### config.mk
export PLATFORM = sky130hd
export DESIGN_NAME = mem_access_unit
export DESIGN_NICKNAME = d
export VERILOG_FILES = /design/src/rtl/mem_access_unit.sv
export SDC_FILE = /design/constraint.sdc
export NUM_CORES = 1
export LEC_CHECK = 0
export BUFFER_PORTS_ARGS = -buffer_cell sky130_fd_sc_hd__buf_2
export CORE_UTILIZATION = 44
export DETAILED_ROUTE_END_ITERATION = 7
export PLACE_DENSITY = 0.76
export SYNTH_ARGS = -nofsm -noshare
export SYNTH_HDL_FRONTEND = slang
export SYNTH_SLANG_ARGS = --single-unit
export TNS_END_PERCENT = 100
### constraint.sdc
create_clock -name clk -period 1.9 [get_ports clk]
set_input_delay 0.19 -clock clk [delete_from_list [all_inputs] [get_ports clk]]
set_output_delay 0.19 -clock clk [all_outputs]
set_load 0.01 [all_outputs]
### src/rtl/mem_access_unit.sv
// Memory-stage load/store engine: one outstanding bus transaction per M-stage access.
// Latency: access seen in IDLE, bus_req next cycle, result in RESP one cycle after bus_ack (min 3 cycles in M).
// Backpressure: stall_m holds the pipeline from launch until bus_ack or timeout; misaligned accesses never stall.
module mem_access_unit #(
  parameter int unsigned TIMEOUT = 255
) (
  input  logic        clk,
  input  logic        rst_n,
  input  logic        valid_m,
  input  logic [2:0]  rd_ctrl_m,
  input  logic [2:0]  wr_ctrl_m,
  input  logic [31:0] addr_m,
  input  logic [31:0] wdata_m,
  output logic        bus_req,
  output logic        bus_we,
  output logic [31:0] bus_addr,
  output logic [3:0]  bus_be,
  output logic [31:0] bus_wdata,
  input  logic        bus_ack,
  input  logic [31:0] bus_rdata,
  output logic [31:0] load_data_m,
  output logic        stall_m,
  output logic        misalign_exc,
  output logic        bus_err
);

  typedef enum logic [1:0] {
    IDLE = 2'd0,
    REQ  = 2'd1,
    RESP = 2'd2
  } state_t;

  // Last counted REQ cycle before the request is abandoned.
  localparam logic [7:0] TO_LAST = 8'(TIMEOUT - 1);

  state_t      state_q;
  logic [7:0]  cnt_q;
  logic        bus_req_q;
  logic        bus_we_q;
  logic [31:0] bus_addr_q;
  logic [3:0]  bus_be_q;
  logic [31:0] bus_wdata_q;
  logic [31:0] load_data_q;
  logic        bus_err_q;
  logic [1:0]  lo_q;        // byte offset of the access, kept for lane selection
  logic [1:0]  size_q;      // 00 byte, 01 half, 10 word
  logic        uns_q;       // zero-extend the load result
  logic        is_ld_q;     // transaction returns data to writeback

  logic        ld_vld;
  logic        st_vld;
  logic        access;
  logic [1:0]  size_d;
  logic        aligned;
  logic        launch;
  logic [3:0]  be_d;
  logic [31:0] wdata_d;
  logic [31:0] ext_d;
  logic [31:0] rsh;

  // Decode the control word; a valid store takes precedence over a load.
  always_comb begin
    ld_vld  = rd_ctrl_m inside {3'b000, 3'b001, 3'b010, 3'b100, 3'b101};
    st_vld  = wr_ctrl_m inside {3'b000, 3'b001, 3'b010};
    access  = valid_m && (ld_vld || st_vld);
    size_d  = st_vld ? wr_ctrl_m[1:0] : rd_ctrl_m[1:0];
    case (size_d)
      2'b00:   aligned = 1'b1;
      2'b01:   aligned = !addr_m[0];
      2'b10:   aligned = (addr_m[1:0] == 2'b00);
      default: aligned = 1'b0;
    endcase
    launch       = rst_n && (state_q == IDLE) && access && aligned;
    misalign_exc = rst_n && (state_q == IDLE) && access && !aligned;
    stall_m      = rst_n && ((state_q == REQ) || launch);
  end

  // Byte enables and lane-replicated store data for the access being launched.
  always_comb begin
    be_d    = 4'b0000;
    wdata_d = 32'h0;
    case (size_d)
      2'b00: begin
        be_d    = 4'b0001 << addr_m[1:0];
        wdata_d = {4{wdata_m[7:0]}};
      end
      2'b01: begin
        be_d    = 4'b0011 << {addr_m[1], 1'b0};
        wdata_d = {2{wdata_m[15:0]}};
      end
      2'b10: begin
        be_d    = 4'b1111;
        wdata_d = wdata_m;
      end
      default: begin
        be_d    = 4'b0000;
        wdata_d = 32'h0;
      end
    endcase
    if (!st_vld) wdata_d = 32'h0;
  end

  // Pick the addressed lane out of the returned word and extend it.
  always_comb begin
    rsh   = bus_rdata >> {lo_q, 3'b000};
    ext_d = 32'h0;
    case (size_q)
      2'b00:   ext_d = uns_q ? {24'h0, rsh[7:0]} : {{24{rsh[7]}}, rsh[7:0]};
      2'b01: begin
        if (lo_q[1]) ext_d = uns_q ? {16'h0, bus_rdata[31:16]} : {{16{bus_rdata[31]}}, bus_rdata[31:16]};
        else         ext_d = uns_q ? {16'h0, bus_rdata[15:0]}  : {{16{bus_rdata[15]}}, bus_rdata[15:0]};
      end
      2'b10:   ext_d = bus_rdata;
      default: ext_d = 32'h0;
    endcase
  end

  // Transaction FSM with registered bus and result outputs.
  always_ff @(posedge clk) begin
    if (!rst_n) begin
      state_q     <= IDLE;
      cnt_q       <= 8'h0;
      bus_req_q   <= 1'b0;
      bus_we_q    <= 1'b0;
      bus_addr_q  <= 32'h0;
      bus_be_q    <= 4'h0;
      bus_wdata_q <= 32'h0;
      load_data_q <= 32'h0;
      bus_err_q   <= 1'b0;
      lo_q        <= 2'b00;
      size_q      <= 2'b00;
      uns_q       <= 1'b0;
      is_ld_q     <= 1'b0;
    end else begin
      case (state_q)
        IDLE: begin
          if (launch) begin
            bus_req_q   <= 1'b1;
            bus_we_q    <= st_vld;
            bus_addr_q  <= {addr_m[31:2], 2'b00};
            bus_be_q    <= be_d;
            bus_wdata_q <= wdata_d;
            lo_q        <= addr_m[1:0];
            size_q      <= size_d;
            uns_q       <= rd_ctrl_m[2];
            is_ld_q     <= !st_vld;
            cnt_q       <= 8'h0;
            state_q     <= REQ;
          end
        end
        REQ: begin
          // An ack on the last counted cycle still completes normally.
          if (bus_ack) begin
            bus_req_q   <= 1'b0;
            load_data_q <= is_ld_q ? ext_d : 32'h0;
            state_q     <= RESP;
          end else if (cnt_q == TO_LAST) begin
            bus_req_q   <= 1'b0;
            bus_err_q   <= 1'b1;
            load_data_q <= 32'h0;
            state_q     <= RESP;
          end else begin
            cnt_q <= cnt_q + 8'h1;
          end
        end
        RESP: begin
          bus_err_q   <= 1'b0;
          load_data_q <= 32'h0;
          state_q     <= IDLE;
        end
        default: state_q <= IDLE;
      endcase
    end
  end

  assign bus_req     = bus_req_q;
  assign bus_we      = bus_we_q;
  assign bus_addr    = bus_addr_q;
  assign bus_be      = bus_be_q;
  assign bus_wdata   = bus_wdata_q;
  assign load_data_m = load_data_q;
  assign bus_err     = bus_err_q;

endmodule
; Yosys cells after proc, flatten, opt, wreduce, memory -nomap -nowiden
; Cells that the tools add are included.
[classes]
eq_ne = 18
shifts = 3
addsub = 1
n_mux = 29
n_reduce_logical = 27
[op_table]
columns = op, n
row1 = 2-to-1 mux 32 bit, 8
row2 = one-hot mux 32 bit (3 select lines), 2
row3 = one-hot mux 32 bit (2 select lines), 1
row4 = >> shifter 32 x 5 -> 8 bit, 1
row5 = 2-to-1 mux 8 bit, 3
row6 = one-hot mux 8 bit (2 select lines), 1
row7 = one-hot mux 4 bit (3 select lines), 1
row8 = adder 8 x 1 -> 8 bit (second input constant), 1
row9 = equality test 8 bit (second input constant), 1
row10 = zero test 2 bit, 4
row11 = 2-to-1 mux 2 bit, 4
row12 = equality test 2 x 1 -> 1 bit (second input constant), 3
row13 = equality test 2 bit (second input constant), 3
row14 = equality test 3 x 1 -> 1 bit (second input constant), 2
row15 = equality test 3 x 2 -> 1 bit (second input constant), 2
row16 = equality test 3 bit (second input constant), 2
row17 = logical AND 1 bit, 6
row18 = zero test 3 bit, 2
row19 = inequality test 2 bit (second input constant), 3
row20 = AND reduction 2 bit, 3
row21 = AND reduction 3 bit, 2
row22 = 2-to-1 mux 1 bit, 5
row23 = nonzero test 5 bit, 1
row24 = one-hot mux 1 bit (2 select lines), 2
row25 = 11 further kinds, 15
[word_totals]
out_inout_bits = 105
wordCells = 91
inputBits = 106
reg_bits = 117

; Longest topological paths before layout
; Gate-level depths: netlist (run 1).
[logic_depth]
ltp_word = 8
ltp_mapped = 9

; Worst setup path after synthesis (run 1)
; No wires, ideal clock.
[synth_timing]
path_type = reg-to-reg
from = register lo_q[1]
to = register load_data_q[15] (netlist: load_data_m[15])
t_required_ps = 1772
arrival_ps = 1731
setup_slack_ps = 42
setup_time_ps = 128
n_path_buf = 2
period_less_slack_ps = 1858
path_stages_with_launch = 8
path_cell_list = dfxtp_1 > buf_2 > mux4_2 > and3b_1 > clkbuf_1 > a221o_1 > a22oi_1 > nor2_1
[synth_via]
elab_chain_len = 6
[synth_lines]
columns = item, line_no
row1 = start: declaration, 45  ; logic [1:0] lo_q;
row2 = start signal: assignment, 143  ; lo_q <= addr_m[1:0];
row3 = >> shifter 32 x 5 -> 8 bit, 105  ; rsh = bus_rdata >> {lo_q, 3'b000};
row4 = 2-to-1 mux 32 bit, 108  ; 2'b00: ext_d = uns_q ? {24'h0, rsh[7:0]} : {{24{rsh[7]}}, rsh[7:0]};
row5 = one-hot mux 32 bit (3 select lines) (*), 107  ; case (size_q)
row6 = 2-to-1 mux 32 bit (*), 155  ; load_data_q <= is_ld_q ? ext_d : 32'h0;
row7 = 2-to-1 mux 32 bit (*), 153  ; if (bus_ack) begin
row8 = one-hot mux 32 bit (2 select lines) (*), 135  ; case (state_q)
row9 = end signal: assignment, 155
row10 = end: declaration, 43  ; logic [31:0] load_data_q;
; Every way passes the cells marked *; elsewhere a longest branch is shown, timed or not.
; A chain may end at the register's enable or synchronous reset.

; Worst setup path in the final report (run 1)
[layout_timing]
from = register state_q[1]
to = output port stall_m
[layout_via]
elab_chain_len = 6
[layout_lines]
columns = item, line_no
row1 = start: declaration, 36  ; state_t state_q;
row2 = start signal: assignment, 121  ; state_q <= IDLE;
row3 = start signal: assignment, 148  ; state_q <= REQ;
row4 = start signal: assignment, 156  ; state_q <= RESP;
row5 = zero test 2 bit, 73  ; launch = rst_n && (state_q == IDLE) && access && aligned;
row6 = logical AND 1 bit (3 in series), 73
row7 = logical OR 1 bit (*), 75  ; stall_m = rst_n && ((state_q == REQ) || launch);
row8 = logical AND 1 bit (*), 75
row9 = end: declaration, 22  ; output logic stall_m,
; Marks and branches as above.

==> results of run 1 <==
## layer usage
layer / share of wire [%] / vias to the layer above / track usage (%)
li1: - / 2834 / -
met1: 42 / 2577 / 30.0
met2: 47 / 262 / 41.7
met3: 7.8 / 43 / 7.17
met4: 3.3 / 0 / 12.8
met5: 0 / - / 0
## sequential cells by signal (all words and copies together) (netlist names)
register / count
bus_req: 1
uns_q: 1
bus_be: 4
cnt_q: 8
load_data_m: 32
bus_wdata: 32
state_q: 2
is_ld_q: 1
lo_q: 2
bus_err: 1
bus_we: 1
size_q: 2
bus_addr: 30
## layout by cell type (no fill, tap or decap), types with 8 or more instances in the layout
master	synthesis	routed
nor2_1	37	37
o21ai_0	37	37
buf_2	14	208
nand2_1	141	141
inv_1	11	8
mux2i_1	11	11
a21o_1	18	17
mux4_2	8	8
o2bb2ai_1	8	8
and2_1	8	8
clkbuf_16	0	17
dfxtp_1	117	115
nand3_1	14	13
a22oi_1	33	33
a22o_1	14	14
buf_4	3	45
a21oi_1	88	86
## report_power, final
group	total, W	switching, W	internal [W]
sequential	0.00254	0.0000293	0.00251
clock	0.00336	0.00108	0.00228
combinational	0.000845	0.000473	0.000372
## cell families (layout without fill, tap and decap cells)
family / Yosys count / count (layout) / synth area share [%]
and+or+nand+nor: 227 / 227 / 17.7
other: 1 / 2 / 0.0684
buffers and inverters: 61 / 303 / 4.70
muxes: 20 / 20 / 5.50
xor gates and xnor gates: 1 / 1 / 0.160
DFF: 117 / 117 / 42.7
AOI/OAI and AO/OA: 235 / 235 / 28.1
adders and majority gates: 5 / 5 / 1.14
## cell type report
| type | instances | area, um2 |
|---|---|---|
| fill | 1018 | 4340 |
| multi-input combinational | 490 | 2970 |
| sequential | 117 | 2340 |
| inverter | 11 | 41.3 |
| clock buffer | 21 | 470 |
| clock inverter | 10 | 153 |
| timing repair buffer | 261 | 1530 |
| tap | 168 | 210 |
## metrics by stage
step / util [%] / hold slack [ns] / total power (W) / setup TNS (ns)
detailed placement: 58.0 / 0.436 / 0.00340 / -0.192
CTS: 63.6 / 0.00520 / 0.00679 / -0.0460
global route: 64.0 / 0.0112 / 0.00700 / -0.283
finish: 64.0 / 0.0220 / 0.00674 / -0.0348
global placement: 58.0 / 0.431 / 0.00340 / -0.0000460
floorplan: - / 0.308 / 0.00303 / 0
## path summary, 6_finish.rpt
| path | startpoint | slack, ns | cells past startpoint | endpoint |
|---|---|---|---|---|
| worst min-delay path | addr_m[22] | 0.02 | 3 | bus_addr[22]$_SDFFE_PN0P_ |
| worst max register to register | state_q[1]$_SDFFE_PN0P_ | 0.05 | 9 | cnt_q[7]$_SDFFE_PN0P_ |
| worst max-delay path | state_q[1]$_SDFFE_PN0P_ | -0.03 | 8 | stall_m |
| worst min register to register | load_data_m[19]$_SDFFE_PN0P_ | 0.45 | 2 | load_data_m[19]$_SDFFE_PN0P_ |
## what timing repair did
action	in CTS	in global routing
setup buffers	2	1
resized for setup	9	7
pin swaps	3	0
endpoints found under the hold margin	0	0
setup endpoints to repair	52	25
## worst max-delay path, stage by stage (launching register included)
cell and delay, ns:
dfxtp_2 0.32, inv_2 0.08, ha_4 0.14, and3_4 0.19, o21a_1 0.14, buf_4 0.12
nand3_4 0.07, a21oi_2 0.12, buf_2 0.15
==> impl_metrics.yaml, run 1 <==
placement:
  place_inst: 1044
  place.gp.congestion: 0.885
  dp_hpwl_um: 11800
  post-place-ws_ns: -0.0671
  portBuffers: 208
  placed_cell_area_mm2: 0.00700
power:
  power.density_mw_per_mm2: 874
  cellLeakagePower_nw: 3.34
  vdd_drop_max_mv: 0.548
sta:
  drv_slew: 0
  hold_viol: 0
  finalCritPeriodShare_pct: 102
  rsz0062_at_grt: "true"
  fmax_ghz: 0.517
  relSlewSlack_pct: 28.8
  setup_violations: 1
  skew_ns: 0.00750
  worst_slack_ns: -0.0348
  tightest_slew_ns: 1.06
  fin_crit_ns: 1.93
final_layout:
  layout-drive-gt1-share_pct: 35.8
  final_area_mm2: 0.00772
  diodes: 0
  syn_to_final_growth_pct: 40.7
  stdcell_count: 1078
  fin_nets: 1009
global_route:
  antenna_found_initial: 0
  grt_pass1_wl_um: 25500
  grtUsageTotal_pct: 25.2
  grt_pass1_vias: 5271
  grt_overflow_total: 0
  grt_max_degree: 33
synthesis:
  yosysSeqAreaShare_pct: 42.7
  synth.area.top_cells: "dfxtp_1, nand2_1, a21oi_1"
  synth_edf_count: 0
  synth-seq-cells: 117
  yosys_warnings: 0
  syn_area_per_cell_um2: 8.22
  yosysTopAreaCellShare_pct: 42.7
  synthCells: 667
  ys.flop_type: "dfxtp_1"
  synth-async-reset-ratio_pct: 0
  yosysUniqueCellTypes: 60
  synth.top_cells.by_count: "nand2_1, dfxtp_1, a21oi_1"
  yosys.area.top_type: "dfxtp_1"
  syn-cell-area_mm2: 0.00549
  synth.most_common_cell: "nand2_1"
die:
  die_h_um: 114
  core_area_mm2: 0.0121
  pin_count: 211
  die_x_um: 114
  design.die.area_mm2: 0.0129
  start_util_pct: 45.5
  placementRows: 40
critical_path:
  path_max_fanout: 4
  end_kind: "output port"
  arrival_ns: 1.74
  crit_path_start_kind: "flop"
  worstPathRequired_ns: 1.71
  crit_type: "flop to output port"
clock_network:
  cts.sinks: 117
  clock-root-buffer: "clkbuf_16"
  clock_path_buffers: 2
  cts_buffers: 17
  insertion_delay_ns: 0.41
  hold_buffers: 0
  cts_max_level: 4
  clk_pin_slew_ns: 0.05
  cts_tree: "yes"
detailed_routing:
  postRouteAntennaNets: 0
  initialDrtViolationCount: 342
  routedWlPerCell_um: 15.2
  drc: 0
  via_per_inst: 5.30
  drt_wl_total_um: 16300
  vias: 5716
  drtPass1Iterations: 5
outcome:
  violations: "negative setup slack"
  status: "finished, violations left"
worst_hold_path:
  hold_class: "primary input to flop"
run:
  drv_cap: 0
(Power assumes the default switching activity.)
==> run 2: changes to the inputs <==
--- a/config.mk
+++ b/config.mk
@@ -5,6 +5,7 @@
 export SDC_FILE = /design/constraint.sdc
 export NUM_CORES = 1
 export LEC_CHECK = 0
+export ABC_AREA = 1
 export BUFFER_PORTS_ARGS = -buffer_cell sky130_fd_sc_hd__buf_2
 export CORE_UTILIZATION = 44
 export DETAILED_ROUTE_END_ITERATION = 7
==> run 2 against run 1 <==
Net effect:
- the flow now finishes without violations
- largest cell class unchanged
- routed wire length shrank 2.3%
- die area down 0.56%
- clock power about the same
- via count rose by 6.1%
- cell count grew 12%
- critical endpoint is now misalign_exc
- register-to-register slack improved by 0.08 ns
- global-route usage about the same
- combinational power increased by 110%
==> impl_metrics.yaml, run 2 <==
die:
  pin_count: 211
  design.die.area_mm2: 0.0128
  die_h_um: 113
  die_x_um: 113
  placementRows: 40
  start_util_pct: 45.2
  core_area_mm2: 0.0121
critical_path:
  path_max_fanout: 2
  worstPathRequired_ns: 1.71
  r2r_start: "state_q[1]$_SDFFE_PN0P_"
  crit_type: "flop to output port"
  cp-endpoint: "misalign_exc"
  crit_start: "state_q[0]$_SDFFE_PN0P_"
  reg2reg_slack_ns: 0.13
  r2r_end: "load_data_m[15]$_SDFFE_PN0P_"
  r2r_cells: 9
  crit_path_start_kind: "flop"
  arrival_ns: 1.64
  end_kind: "output port"
detailed_routing:
  vias: 6064
  drc: 0
  initialDrtViolationCount: 515
  routedWlPerCell_um: 13.3
  drtPass1Iterations: 6
  drt_wl_total_um: 16000
  postRouteAntennaNets: 0
  via_per_inst: 5.04
final_layout:
  stdcell_count: 1203
  layout_commonest_cell: "nand2_1"
  diodes: 0
  syn_to_final_growth_pct: 36.0
  final_area_mm2: 0.00742
  layout-drive-gt1-share_pct: 28.9
  fin_nets: 1133
  mostFrequentLayoutCells: "nand2_1, buf_2, a21oi_1, dfxtp_1, nand3_1"
synthesis:
  syn-cell-area_mm2: 0.00545
  syn_area_per_cell_um2: 6.72
  synth-seq-cells: 117
  yosys.area.top_type: "dfxtp_1"
  synth.top_cells.by_count: "nand2_1, a21oi_1, dfxtp_1"
  synth_edf_count: 0
  yosysUniqueCellTypes: 29
  synth.area.top_cells: "dfxtp_1, nand2_1, a21oi_1"
  synth.most_common_cell: "nand2_1"
  yosys_warnings: 0
  synthCells: 812
  yosysSeqAreaShare_pct: 42.9
  yosysTopAreaCellShare_pct: 42.9
  synth-async-reset-ratio_pct: 0
  ys.flop_type: "dfxtp_1"
power:
  cellLeakagePower_nw: 3.41
  p_int_w: 0.00542
  swShare_pct: 30.5
  clockPowerShare_pct: 43.2
  vdd_drop_max_mv: 0.801
  seqPwrFrac_pct: 33.8
  power.density_mw_per_mm2: 1050
  switching_power_w: 0.00238
  power_frac_comb_pct: 23.0
placement:
  portBuffers: 208
  placed_cell_area_mm2: 0.00667
  place.gp.congestion: 0.922
  dp_hpwl_um: 11100
  place_inst: 1162
  post-place-ws_ns: -0.0155
global_route:
  grt_max_degree: 61
  grt_pass1_wl_um: 25700
  grt_pass1_vias: 5460
  grt_overflow_total: 0
  grtUsageTotal_pct: 25.2
  antenna_found_initial: 0
sta:
  drv_slew: 0
  fin_crit_ns: 1.83
  relSlewSlack_pct: 62.0
  tightest_slew_ns: 0.569
  fmax_ghz: 0.547
  worst_slack_ns: 0.0720
  finalCritPeriodShare_pct: 96.2
  finalSetupTns_ns: 0
  skew_ns: 0.00507
  setup_violations: 0
  hold_viol: 0
  holdWs_ns: 0.0199
  rsz0062_at_grt: "true"
clock_network:
  cts_max_level: 4
  cts_tree: "yes"
  hold_buffers: 0
  insertion_delay_ns: 0.41
  cts.sinks: 117
  clock-root-buffer: "clkbuf_16"
  clk_pin_slew_ns: 0.06
  cts_buffers: 17
  clock_path_buffers: 2
worst_hold_path:
  worstHoldPathCells: 3
  hold_class: "primary input to flop"
run:
  drv_cap: 0
outcome:
  status: "completed"
## run 2: worst min-delay path by stage
stage / from / to / slack, ns
after floorplan: wdata_m[0] / bus_wdata[0]$_SDFFE_PN0P_ / 0.33
after global placement: addr_m[31] / bus_addr[31]$_SDFFE_PN0P_ / 0.44
after detailed placement: addr_m[10] / bus_addr[10]$_SDFFE_PN0P_ / 0.45
after CTS: addr_m[10] / bus_addr[10]$_SDFFE_PN0P_ / 0.01
after global routing: addr_m[22] / bus_addr[22]$_SDFFE_PN0P_ / 0.01
final: addr_m[3] / bus_addr[3]$_SDFFE_PN0P_ / 0.02
## run 2: critical path, stage by stage, from the launching register on
cell     delay, ns
dfxtp_2       0.32
inv_2         0.07
ha_4          0.15
inv_4         0.04
nor2_4        0.08
nand2_2       0.07
buf_4         0.13
buf_4         0.12
a21oi_2       0.11
buf_4         0.14
## run 2: what timing repair did
action	4_1_cts	5_1_grt
setup endpoints to repair	9	11
gates resized for setup	10	9
pin swaps	4	2
buffers inserted	7	2
## run 2: power groups by stage
stage	logic (W)	clock network [W]	registers (W)
2_1_floorplan	0.00104	0	0.00271
3_3_place_gp	0.00160	0	0.00268
3_5_place_dp	0.00161	0	0.00269
4_1_cts	0.00170	0.00342	0.00264
5_1_grt	0.00199	0.00354	0.00265
6_report	0.00179	0.00337	0.00264
## run 2: through the flow
step	power, W	util, %
after floorplan	0.00375	-
after global placement	0.00428	55.3
after detailed placement	0.00429	55.3
after CTS	0.00775	61.1
after global routing	0.00818	61.5
final	0.00781	61.5
## run 2: layout make-up
cell class,count,area (um2)
Fill cell,1150,4640
Sequential cell,117,2340
Timing Repair Buffer,237,1320
Inverter,32,124
Tap cell,168,210
Clock inverter,12,165
Multi-Input combinational cell,617,2790
Clock buffer,20,467
## run 2: layer usage
layer / GRT usage (%) / routed length [um] / vias up
met2: 43.1 / 7620 / 261
met1: 29.9 / 6650 / 2741
li1: - / - / 3038
met5: 0 / 0 / -
met4: 8.86 / 297 / 0
met3: 7.77 / 1400 / 24
## run 2: cell families after synthesis
family | share of synthesized area (%)
AND/OR/NAND/NOR | 33.8
AO/OA/AOI/OAI | 14.5
flip-flops | 42.9
buffers and inverters | 6.70
XOR/XNOR | 0.803
adder cells (fa/ha/maj) | 1.15
other | 0.0688
